File: src/rtl/rv32_pkg.sv
// Shared RV32I encoding definitions: opcodes, instruction formats, NOP word
// and the stored skid-buffer entry type.
package rv32_pkg;

  localparam logic [6:0] OP_R      = 7'b0110011;
  localparam logic [6:0] OP_LOAD   = 7'b0000011;
  localparam logic [6:0] OP_IMM    = 7'b0010011;
  localparam logic [6:0] OP_STORE  = 7'b0100011;
  localparam logic [6:0] OP_BRANCH = 7'b1100011;
  localparam logic [6:0] OP_JAL    = 7'b1101111;
  localparam logic [6:0] OP_LUI    = 7'b0110111;

  localparam logic [31:0] NOP = 32'h0000_0013;

  typedef enum logic [2:0] {
    FMT_R,
    FMT_I,
    FMT_S,
    FMT_B,
    FMT_J,
    FMT_U,
    FMT_BAD
  } fmt_e;

  typedef struct packed {
    logic [31:0] instr;
    logic        err;
  } enc_word_t;

  function automatic fmt_e opcode_fmt(input logic [6:0] op);
    fmt_e f;
    case (op)
      OP_R:             f = FMT_R;
      OP_LOAD, OP_IMM:  f = FMT_I;
      OP_STORE:         f = FMT_S;
      OP_BRANCH:        f = FMT_B;
      OP_JAL:           f = FMT_J;
      OP_LUI:           f = FMT_U;
      default:          f = FMT_BAD;
    endcase
    return f;
  endfunction

endpackage

File: src/rtl/imm_decode_check.sv
// Combinational immediate decoder mirroring the datapath's bit selections.
// Present only when IMM_ENC_ROUNDTRIP_CHECK_EN is defined.
`ifdef IMM_ENC_ROUNDTRIP_CHECK_EN
module imm_decode_check
  import rv32_pkg::*;
(
  input  logic [31:0] i_instr,
  output logic [31:0] o_imm
);

  always_comb begin
    o_imm = '0;
    case (opcode_fmt(i_instr[6:0]))
      FMT_I:   o_imm = {{20{i_instr[31]}}, i_instr[31:20]};
      FMT_S:   o_imm = {{20{i_instr[31]}}, i_instr[31:25], i_instr[11:7]};
      FMT_B:   o_imm = {{19{i_instr[31]}}, i_instr[31], i_instr[7], i_instr[30:25],
                        i_instr[11:8], 1'b0};
      FMT_J:   o_imm = {{11{i_instr[31]}}, i_instr[31], i_instr[19:12], i_instr[20],
                        i_instr[30:21], 1'b0};
      FMT_U:   o_imm = {i_instr[31:12], 12'b0};
      default: o_imm = '0;
    endcase
  end

endmodule
`endif

File: src/rtl/imm_encoder.sv
// RV32I instruction encoder with range checks feeding a two-entry skid buffer.
// IMM_ENC_ROUNDTRIP_CHECK_EN adds a decode-back checker driving chk_fail.
module imm_encoder
  import rv32_pkg::*;
(
  input  logic        clk,
  input  logic        rst_n,
  input  logic        in_valid,
  output logic        in_ready,
  input  logic [6:0]  in_opcode,
  input  logic [4:0]  in_rd,
  input  logic [4:0]  in_rs1,
  input  logic [4:0]  in_rs2,
  input  logic [2:0]  in_funct3,
  input  logic [6:0]  in_funct7,
  input  logic [31:0] in_imm,
  output logic        out_valid,
  input  logic        out_ready,
  output logic [31:0] out_instr,
  output logic        out_err,
  output logic [7:0]  err_count,
  output logic        chk_fail
);

  typedef enum logic [1:0] {StEmpty, StOne, StFull} occ_e;

  occ_e      r_state, w_state_d;
  enc_word_t r_main, r_skid, w_new;
  fmt_e      w_fmt;
  logic [31:0] w_enc;
  logic      w_bad, w_acc, w_drain;
  logic      w_load_main, w_load_skid, w_main_from_skid;
  logic      r_out_valid, r_in_ready;
  logic [7:0] r_err_count;

  always_comb begin
    w_fmt = opcode_fmt(in_opcode);
    w_enc = NOP;
    w_bad = 1'b0;
    case (w_fmt)
      FMT_R: w_enc = {in_funct7, in_rs2, in_rs1, in_funct3, in_rd, in_opcode};
      FMT_I: begin
        w_bad = !((&in_imm[31:11]) || !(|in_imm[31:11]));
        w_enc = {in_imm[11:0], in_rs1, in_funct3, in_rd, in_opcode};
      end
      FMT_S: begin
        w_bad = !((&in_imm[31:11]) || !(|in_imm[31:11]));
        w_enc = {in_imm[11:5], in_rs2, in_rs1, in_funct3, in_imm[4:0], in_opcode};
      end
      FMT_B: begin
        w_bad = !((&in_imm[31:12]) || !(|in_imm[31:12])) || in_imm[0];
        w_enc = {in_imm[12], in_imm[10:5], in_rs2, in_rs1, in_funct3, in_imm[4:1],
                 in_imm[11], in_opcode};
      end
      FMT_J: begin
        w_bad = !((&in_imm[31:20]) || !(|in_imm[31:20])) || in_imm[0];
        w_enc = {in_imm[20], in_imm[10:1], in_imm[11], in_imm[19:12], in_rd, in_opcode};
      end
      FMT_U: begin
        w_bad = |in_imm[11:0];
        w_enc = {in_imm[31:12], in_rd, in_opcode};
      end
      default: w_bad = 1'b1;
    endcase
    w_new.instr = w_bad ? NOP : w_enc;
    w_new.err   = w_bad;
  end

  // Occupancy FSM: the skid entry is valid exactly in StFull.
  always_comb begin
    w_acc            = in_valid && r_in_ready;
    w_drain          = r_out_valid && out_ready;
    w_state_d        = r_state;
    w_load_main      = 1'b0;
    w_load_skid      = 1'b0;
    w_main_from_skid = 1'b0;
    case (r_state)
      StEmpty: begin
        if (w_acc) begin
          w_load_main = 1'b1;
          w_state_d   = StOne;
        end
      end
      StOne: begin
        if (w_acc && w_drain) begin
          w_load_main = 1'b1;
        end else if (w_acc) begin
          w_load_skid = 1'b1;
          w_state_d   = StFull;
        end else if (w_drain) begin
          w_state_d = StEmpty;
        end
      end
      StFull: begin
        if (w_drain) begin
          w_main_from_skid = 1'b1;
          w_state_d        = StOne;
        end
      end
      default: w_state_d = StEmpty;
    endcase
  end

  always_ff @(posedge clk) begin
    if (!rst_n) begin
      r_state     <= StEmpty;
      r_out_valid <= 1'b0;
      r_in_ready  <= 1'b1;
      r_main      <= '0;
      r_skid      <= '0;
      r_err_count <= '0;
    end else begin
      r_state     <= w_state_d;
      r_out_valid <= (w_state_d != StEmpty);
      r_in_ready  <= (w_state_d != StFull);
      if (w_load_main) begin
        r_main <= w_new;
      end else if (w_main_from_skid) begin
        r_main <= r_skid;
      end
      if (w_load_skid) begin
        r_skid <= w_new;
      end
      if (w_acc && w_new.err && (r_err_count != 8'hFF)) begin
        r_err_count <= r_err_count + 8'd1;
      end
    end
  end

  assign in_ready  = r_in_ready;
  assign out_valid = r_out_valid;
  assign out_instr = r_main.instr;
  assign out_err   = r_main.err;
  assign err_count = r_err_count;

`ifdef IMM_ENC_ROUNDTRIP_CHECK_EN
  logic [31:0] r_main_imm, r_skid_imm, w_dec_imm;
  logic        r_main_chk, r_skid_chk, r_main_new, w_chk_new;

  assign w_chk_new = !w_new.err && (w_fmt != FMT_R);

  always_ff @(posedge clk) begin
    if (!rst_n) begin
      r_main_imm <= '0;
      r_skid_imm <= '0;
      r_main_chk <= 1'b0;
      r_skid_chk <= 1'b0;
      r_main_new <= 1'b0;
    end else begin
      r_main_new <= w_load_main || w_main_from_skid;
      if (w_load_main) begin
        r_main_imm <= in_imm;
        r_main_chk <= w_chk_new;
      end else if (w_main_from_skid) begin
        r_main_imm <= r_skid_imm;
        r_main_chk <= r_skid_chk;
      end
      if (w_load_skid) begin
        r_skid_imm <= in_imm;
        r_skid_chk <= w_chk_new;
      end
    end
  end

  imm_decode_check u_imm_decode_check (
    .i_instr (r_main.instr),
    .o_imm   (w_dec_imm)
  );

  assign chk_fail = r_main_new && r_main_chk && (w_dec_imm != r_main_imm);
`else
  assign chk_fail = 1'b0;
`endif

endmodule
File: config.mk
export PLATFORM = sky130hd
export DESIGN_NAME = imm_encoder
export DESIGN_NICKNAME = d
export VERILOG_FILES = /design/src/rtl/rv32_pkg.sv /design/src/rtl/imm_decode_check.sv /design/src/rtl/imm_encoder.sv
export SDC_FILE = /design/constraint.sdc
export NUM_CORES = 1
export LEC_CHECK = 0
export ABC_AREA = 0
export CORE_MARGIN = 2
export CORE_UTILIZATION = 51
export CTS_BUF_LIST = sky130_fd_sc_hd__clkbuf_16
export DETAILED_ROUTE_END_ITERATION = 6
export GPL_TIMING_DRIVEN = 0
export PLACE_DENSITY = 0.85
export SLEW_MARGIN = 10
export SYNTH_ARGS = -nofsm -noshare
export SYNTH_HDL_FRONTEND = slang
export SYNTH_HIERARCHICAL = 1
export SYNTH_SLANG_ARGS = --single-unit
File: constraint.sdc
create_clock -name clk -period 7.3 [get_ports clk]
set_input_delay 0.73 -clock clk [delete_from_list [all_inputs] [get_ports clk]]
set_output_delay 0.73 -clock clk [all_outputs]
set_load 0.005 [all_outputs]
==> results of run 1 <==
==> report_power, final <==
group | internal, mW | switching (mW)
logic | 0.0630 | 0.0700
clock network | 0.297 | 0.180
registers | 0.435 | 0.00772
total | 0.795 | 0.258
==> synthesized netlist by cell type, types with 3 or more instances <==
cell type,count
o21a_1,6
buf_2,6
a21oi_1,58
nand2_1,80
nor2b_1,3
nand4_1,8
o21ai_0,25
nor2_1,43
clkbuf_1,21
nand2b_1,7
mux2_2,3
a221oi_1,3
nor3_1,8
inv_1,12
a22oi_1,11
dfxtp_1,78
nand4b_1,3
mux2i_1,10
o22ai_1,5
nand3_1,9
a22o_1,30
nor4_1,10
and2_1,3
==> flip-flops by register name, indices dropped and copies added, names as in the netlist <==
name	cells
out_err	1
r_state	2
r_skid	33
out_instr	32
err_count	8
in_ready	1
out_valid	1
==> cell families after synthesis <==
family | Yosys count
compound gates | 155
fa+ha+maj | 2
buf+inv | 41
flops | 78
mux | 13
other cells | 1
simple gates | 194
==> worst max-delay path: cells and delay by family <==
family | cells | cell delay, ns
and+or+nand+nor | 5 | 1.24
AOI/OAI and AO/OA | 3 | 0.72
buffers and inverters | 4 | 1.35
adders and majority gates | 1 | 0.29
==> per-layer routing <==
| layer | vias to the layer above | share of wire | global-route usage |
|---|---|---|---|
| met5 | - | 0 | 0 |
| li1 | 2000 | - | - |
| met4 | 0 | 0.022 | 0.124 |
| met1 | 2102 | 0.40 | 0.378 |
| met3 | 30 | 0.086 | 0.0509 |
| met2 | 249 | 0.49 | 0.501 |
==> worst min path at each step <==
| stage | from | endpoint | slack (ns) | cells past startpoint |
|---|---|---|---|---|
| after floorplan | r_skid[21] | r_skid[21] | 0.42 | 2 |
| after global placement | r_skid[25] | r_skid[25] | 0.43 | 2 |
| after detailed placement | r_skid[9] | r_skid[9] | 0.44 | 2 |
| after CTS | r_skid[24] | r_skid[24] | 0.46 | 2 |
| after global routing | r_skid[9] | r_skid[9] | 0.47 | 2 |
| final | r_skid[22] | r_skid[22] | 0.46 | 2 |
==> metrics by stage <==
step / power, mW / util / instances / hold WS, ns / cell area, um^2
after floorplan: 0.504 / - / 484 / 0.424 / 3830
after global placement: 0.577 / 0.696 / 692 / 0.434 / 5050
after detailed placement: 0.582 / 0.696 / 692 / 0.444 / 5050
after CTS: 1.05 / 0.740 / 708 / 0.456 / 5360
after global routing: 1.08 / 0.741 / 708 / 0.466 / 5380
final: 1.05 / 0.741 / 708 / 0.460 / 5380
==> final cells by class <==
cell class                      instances  area, um^2
Buffer                                 28         116
Multi-Input combinational cell        365        2120
Timing Repair Buffer                  109        1090
Tap cell                               99         124
Clock inverter                          7        88.8
Inverter                               13        48.8
Fill cell                             581        1880
Clock buffer                            9         225
Sequential cell                        78        1560
==> impl_summary.md, run 1 <==
Routing
The per-cell routed wire length is 17.7 um. The total detailed-routing wirelength is 12.5 mm. The remaining antenna violation count is 0. The first TritonRoute pass finished after 5 iterations.

In the routed design, unresolved DRC markers number 0. The routed layout has 4381 vias. The initial DRC count is 376. The ratio of routed vias to standard cells is 6.19.

Placed design
The half-perimeter wire length after detailed placement is 9.35 mm. Routability-driven placement finished with a final weighted congestion of 0.880. The number of buffers inserted by port buffering is 109.

The worst setup slack after placement is 3.03 ns.

Floorplanning
After floorplanning, the core was sized to cover 7250 um^2. The vertical extent of the die is 90.7 um. The area of the die is 8230 um^2. The die boundary width is 90.7 um. The count of pins on the block boundary is 112. The standard-cell row count is 31. The effective utilization at floorplan is 0.529.

Timing
The final max-slew violation count is 0. For the final database, setup skew stands at 0.00652 ns. For the pin with the worst max-slew slack, the measured transition is 0.841 ns. Setup repair after global routing left no endpoint under its margin. The number of hold violations in the final report is 0. Derived from the worst setup path, the maximum achievable clock frequency is 245 MHz.

The final total negative setup slack is 0 ns. Subtracting the final worst setup slack from the clock period gives 4.08 ns. The relative max-transition margin is 0.435. Setup violations remaining at the end of the flow were counted as 0. The ratio of final minimum period to clock period is 0.559. Setup slack closes at 3.22 ns.

Clock network
TritonCTS built the clock tree. The maximum number of buffers from clock root to sink is 2. The total clock buffers created by CTS is 9. The deepest level of the CTS H-tree is 3.

The number of buffers inserted for hold repair after clock tree synthesis is 0. Post-CTS repair changed the size of 0 cells. The total clock sinks is 78.

The tree is rooted in a clkbuf_16. The post-CTS clock slew at the launch and capture registers of the worst setup and hold paths is 0.06 ns. The number of setup buffers added after CTS is 0.

The clock insertion delay at the later pin of the skew report is 0.34 ns.

Synth
The fraction of the mapped netlist area in compound gates was 0.262. Among all flip-flop cells after synthesis, the most frequent one is dfxtp_1. For this run, asynchronously set or reset flops after synthesis account for 0. The number of storage elements in the synthesis netlist is 78. The number of different library cells used by synthesis comes to 57. The cell type with the highest aggregate area in the netlist is dfxtp_1. The area share of the largest cell type after synthesis is 0.407. The simple-gate share of the synthesized area is 0.246.

The adder-cell area share of the yosys netlist is 0.00653. After synthesis, the share of cell area in mux cells is 0.0349. In the synthesized netlist, the number of instances is 484. By area the synthesized netlist is led by dfxtp_1 (41%), nand2_1 (7.8%), a21oi_1 (7.6%).

The synthesized area per cell is 7.92 um^2. The post-synthesis share of cell area spent on xor and xnor gates is 0. The sequential share of the synthesized area is 0.407. The net count after synthesis is 554.

After synthesis, the largest family of logic cells by area is compound AO/OA/AOI/OAI gates. The count of flip-flops with a built-in enable after synthesis is 0. Yosys printed 6 warnings. The post-synthesis cell area is 3830 um^2.

GRT
The via count of the first global-routing pass is 4191. The sum of overflow across all layers after global routing is 0. The global-route wire length before repair is 20.1 mm. Entering global routing, the biggest net connects 14 pins. The global routing usage summed across all routing layers is 0.299.

The initial antenna violation count is 0.

Finish
0 antenna diodes ended up in the layout. The most common cell after layout, fill and taps aside is clkdlybuf4s50_1. The fraction of layout instances using a drive strength above 1 is 0.0558. Compared with the post-synthesis result, the final layout area differs by 40.2%. The total number of nets in the final design is 674. In the layout the commonest cells are clkdlybuf4s50_1 (109), nand2_1 (80), dfxtp_1 (78).

Power and ir drop
The maximum resistive drop on vdd is 0.145 mV. The analysis attributes to cell leakage a power of 1.95 nW. The areal power density over the cells is 196 nW/um^2.

Critical path
The reg-to-reg critical path endpoint is out_instr[18]. The cell occurring most often along the worst timing path is nor4_2. Data on the critical path is required at its endpoint by 7.56 ns.

The worst setup path is of the in2reg kind. STA classifies the critical path endpoint as a flip-flop. The start of the worst register-to-register path is r_state[1].

The slowest stage cell on the critical path is clkdlybuf4s50_1. The number of cells on the worst reg-to-reg path is 8. The critical path starts at in_opcode[3]. The maximum cell stage delay along the critical path is 0.65 ns. In this run the worst path has a maximum fanout of 10.

The data arrival time of the critical path is 4.34 ns. Walking the worst path, the cells encountered are clkdlybuf4s50_1 -> and4bb_2 -> and2_0 -> clkbuf_1 -> inv_1 -> ha_1 -> o21a_1 -> nor4_2 -> a211o_2 -> nor4_2 -> buf_2 -> a21oi_1 -> nor2_1. Across all register-to-register paths, the minimum setup slack is 4.87 ns. STA classifies the critical path startpoint as an input pin. The worst setup path endpoint is out_instr[18].

Hold path
The worst hold path belongs to the class reg2reg.

Status
The run finished with clean final reports.

Run
The max-capacitance violation count is 0.
No activity file was read; power rests on OpenSTA's default activity.
==> run 2, diff against run 1 <==
--- a/config.mk
+++ b/config.mk
@@ -7,11 +7,11 @@
 export LEC_CHECK = 0
 export ABC_AREA = 0
 export CORE_MARGIN = 2
-export CORE_UTILIZATION = 51
+export CORE_UTILIZATION = 48
 export CTS_BUF_LIST = sky130_fd_sc_hd__clkbuf_16
 export DETAILED_ROUTE_END_ITERATION = 6
 export GPL_TIMING_DRIVEN = 0
-export PLACE_DENSITY = 0.85
+export PLACE_DENSITY = 0.81
 export SLEW_MARGIN = 10
 export SYNTH_ARGS = -nofsm -noshare
 export SYNTH_HDL_FRONTEND = slang
==> constraint.sdc (replaced) <==
create_clock -name clk -period 4.2 [get_ports clk]
set_input_delay 0.42 -clock clk [delete_from_list [all_inputs] [get_ports clk]]
set_output_delay 0.42 -clock clk [all_outputs]
set_load 0.005 [all_outputs]
==> run 2 against run 1 <==
- hold slack worse by 0.0059 ns
- non-clock buffer count did not move
- critical endpoint is now out_instr[29]
- clock skew fell by 0.00063 ns
- flip-flop and latch count did not move
- core utilization down 4.4 points
==> impl_summary.md, run 2 (synthesis results as in run 1) <==
Placed design
Once detailed placement completed, the half-perimeter wirelength came to 8.90 mm. The total placed instance area is 5050 um^2. At the end of routability-driven placement, the weighted congestion stood at 0.909. During placement, the flow inserted port buffers numbering 109. Counting tap cells, the placed design contains a total of 695 instances.

Clock network
The tree built by TritonCTS fans out to 78 sinks. No sink is reached through more buffers than the 2 on the longest clock path. The clock root buffer master is clkbuf_16. Once the clock tree was built, the resizer swapped 0 gates to a different size. After clock tree synthesis, the clock-pin slew on the worst setup and hold paths is 0.06 ns. The TritonCTS clock tree is done. The H-tree was split into 3 levels. The number of buffers added for setup after CTS is 0.

After clock tree synthesis, the flow added hold-fix buffers numbering 0. The total clock buffers created by CTS is 9. For the worst-skew pair, the clock arrives at the later sink with an insertion delay of 0.33 ns.

Floorplanning
The area of the placeable core is 7730 um^2. The effective utilization at floorplan is 0.496. 112 I/O pins were placed.

In this run the horizontal extent of the chip is 93.4 um. The vertical extent of the die is 93.4 um. The standard-cell row count is 32. The die covers 8720 um^2.

Hold path
The min-delay analysis places its worst path in the category reg2reg. The path with the worst hold slack has its endpoint at r_skid[24]. The startpoint of the worst hold path is r_skid[24]. The hold-critical path depth is 2.

Critical path
Counting cells, the worst reg-to-reg path comes to 8. Walking the worst path, the cells encountered are clkdlybuf4s50_1 -> and4bb_2 -> and2_0 -> clkbuf_1 -> inv_1 -> ha_1 -> o21ai_0 -> nand4b_1 -> a21oi_1 -> a211o_2 -> nor4_2 -> buf_2 -> a21oi_1 -> nor2_1. For flop-to-flop paths, the worst setup slack is 1.72 ns.

The worst setup path is of the in2reg kind. The reg-to-reg critical path endpoint is out_instr[29]. Of all nets on the critical path, the largest fanout is 10. The startpoint identified for the worst register-to-register timing path is r_state[1]. The slowest stage cell on the critical path is nor4_2.

Data on the critical path is required at its endpoint by 4.46 ns. The largest single stage delay on the critical path is 0.63 ns. The kind of end point of the critical path is a flip-flop. Grouping stages by cell kind, the critical path spends the most delay in simple AND/OR/NAND/NOR gates. The worst setup path is launched from an input pin. By instance count, the cell type seen most on the critical path is a21oi_1. The number of buffers and inverters on the critical path is 4.

At the worst endpoint, the arrival time is 3.99 ns.

Power and ir drop
The internal power of the cells totals 1.39 mW. Of the total power, the share spent switching nets is 0.243. The switching power total is 0.447 mW. Of the total power, combinational logic draws 0.124. For this design the static power due to leakage is 1.96 nW. The maximum resistive drop on vdd is 0.212 mV.

Of the total power, registers draw 0.419. Power spread over the standard cell area amounts to 341 nW/um^2. The fraction of power consumed by the clock network is 0.456.

GRT
The largest net degree at the start of global routing is 15. Across every metal layer, demand over resource in global routing totals 0.272. The total overflow left after global routing is 0.

The initial antenna violation count is 0. The global-route wire length before repair is 18.9 mm. The via count of the first global-routing pass is 3800.

Routing
The remaining antenna violation count is 0. The initial DRC count is 275. In the routed design, unresolved DRC markers number 0.

The final layout contains routed wiring with a total length of 11.9 mm. The first detailed-routing pass ran for 5 iterations. The ratio of routed vias to standard cells is 5.92. Summing over every cut layer, the via total after detailed routing is 4208. The per-cell routed wire length is 16.8 um.

Finish
The fraction of layout instances using a drive strength above 1 is 0.0558. The final layout contains 674 nets. The area of all placed cells without fillers is 5380 um^2.

The register with the most flip-flops in the layout has 33 of them. The number of antenna diodes in the final layout is 0. The post-route non-filler standard cell count is 711. The most common cell after layout, fill and taps aside is clkdlybuf4s50_1.

The register bank with the most flops is r_skid. The library cells used most frequently in the layout, excluding fill and tap cells, are clkdlybuf4s50_1 (109), nand2_1 (80), dfxtp_1 (78). Relative to the synthesized area, the layout overhead comes to 40.4%.

Status
The run finished with clean final reports.

Run
Max-cap violations in this run came to 0.

Timing
Based on the critical path, the design can be clocked at up to 268 MHz. The clock period minus worst slack is 3.73 ns. The clock tree skew after final layout is 0.00588 ns. Setup violations remaining at the end of the flow were counted as 0. Setup repair after global routing left no endpoint under its margin. The final max-slew violation count came to 0. The number of hold violations in the final report is 0. The pin slew with the least headroom to its limit is 1.16 ns.

The ratio of final minimum period to clock period is 0.889. The final total negative setup slack is 0 ns. The relative max-transition margin is 0.223.
-- run 2: cell count changes in the layout (fill, tap and decap cells not counted) --
| cell | previous run | this run |
|---|---|---|
| clkinv_4 | 1 | 4 |
| clkinv_1 | 3 | 2 |
| clkinv_2 | 1 | 0 |
| clkinvlp_4 | 1 | 0 |
| nor3_1 | 7 | 8 |
| nor3_2 | 2 | 1 |
-- run 2: power by group through the flow --
stage	clock (mW)	sequential, mW	combinational, mW
6_report	0.838	0.770	0.228
5_1_grt	0.882	0.771	0.246
4_1_cts	0.843	0.769	0.225
3_5_place_dp	0	0.786	0.223
3_3_place_gp	0	0.785	0.219
2_1_floorplan	0	0.784	0.0922
-- run 2: worst max path at each step --
stage          slack (ns)  cells after the start       endpoint         start
2_1_floorplan        1.21                     12   err_count[7]  in_opcode[5]
3_3_place_gp         0.30                     13     r_skid[11]  in_opcode[2]
3_5_place_dp         0.18                     11     r_skid[21]  in_opcode[3]
4_1_cts              0.50                     11     r_skid[21]  in_opcode[2]
5_1_grt              0.20                     14  out_instr[29]  in_opcode[2]
6_report             0.47                     14  out_instr[29]  in_opcode[2]
-- run 2: tightest hold or removal path, cell delays in order (launching register included) --
cell     delay, ns
dfxtp_1       0.31
nand2_1       0.05
o21ai_1       0.05
-- run 2: through the flow --
stage          power, mW  hold WS, ns   util  setup slack [ns]
6_report            1.84        0.454  0.697             0.466
5_1_grt             1.90        0.470  0.697             0.204
4_1_cts             1.84        0.441  0.696             0.499
3_5_place_dp        1.01        0.444  0.654             0.178
3_3_place_gp        1.00        0.434  0.654             0.297
2_1_floorplan      0.876        0.424      -              1.21
-- run 2: area by class of cell --
type	count	area, um^2
plain buffers	28	116
clock buffers	9	225
clock inverters	7	98.8
fillers	611	2340
inverters	13	48.8
multi-input cells	365	2110
flip-flops and latches	78	1560
well taps	102	128
repair buffers	109	1090
-- run 2: metal layers --
metal,vias to the layer above,share of wire,global-route usage
li1,2003,-,-
met1,1984,0.43,0.368
met2,205,0.48,0.447
met3,16,0.076,0.0572
met4,0,0.013,0.0625
met5,-,0,0
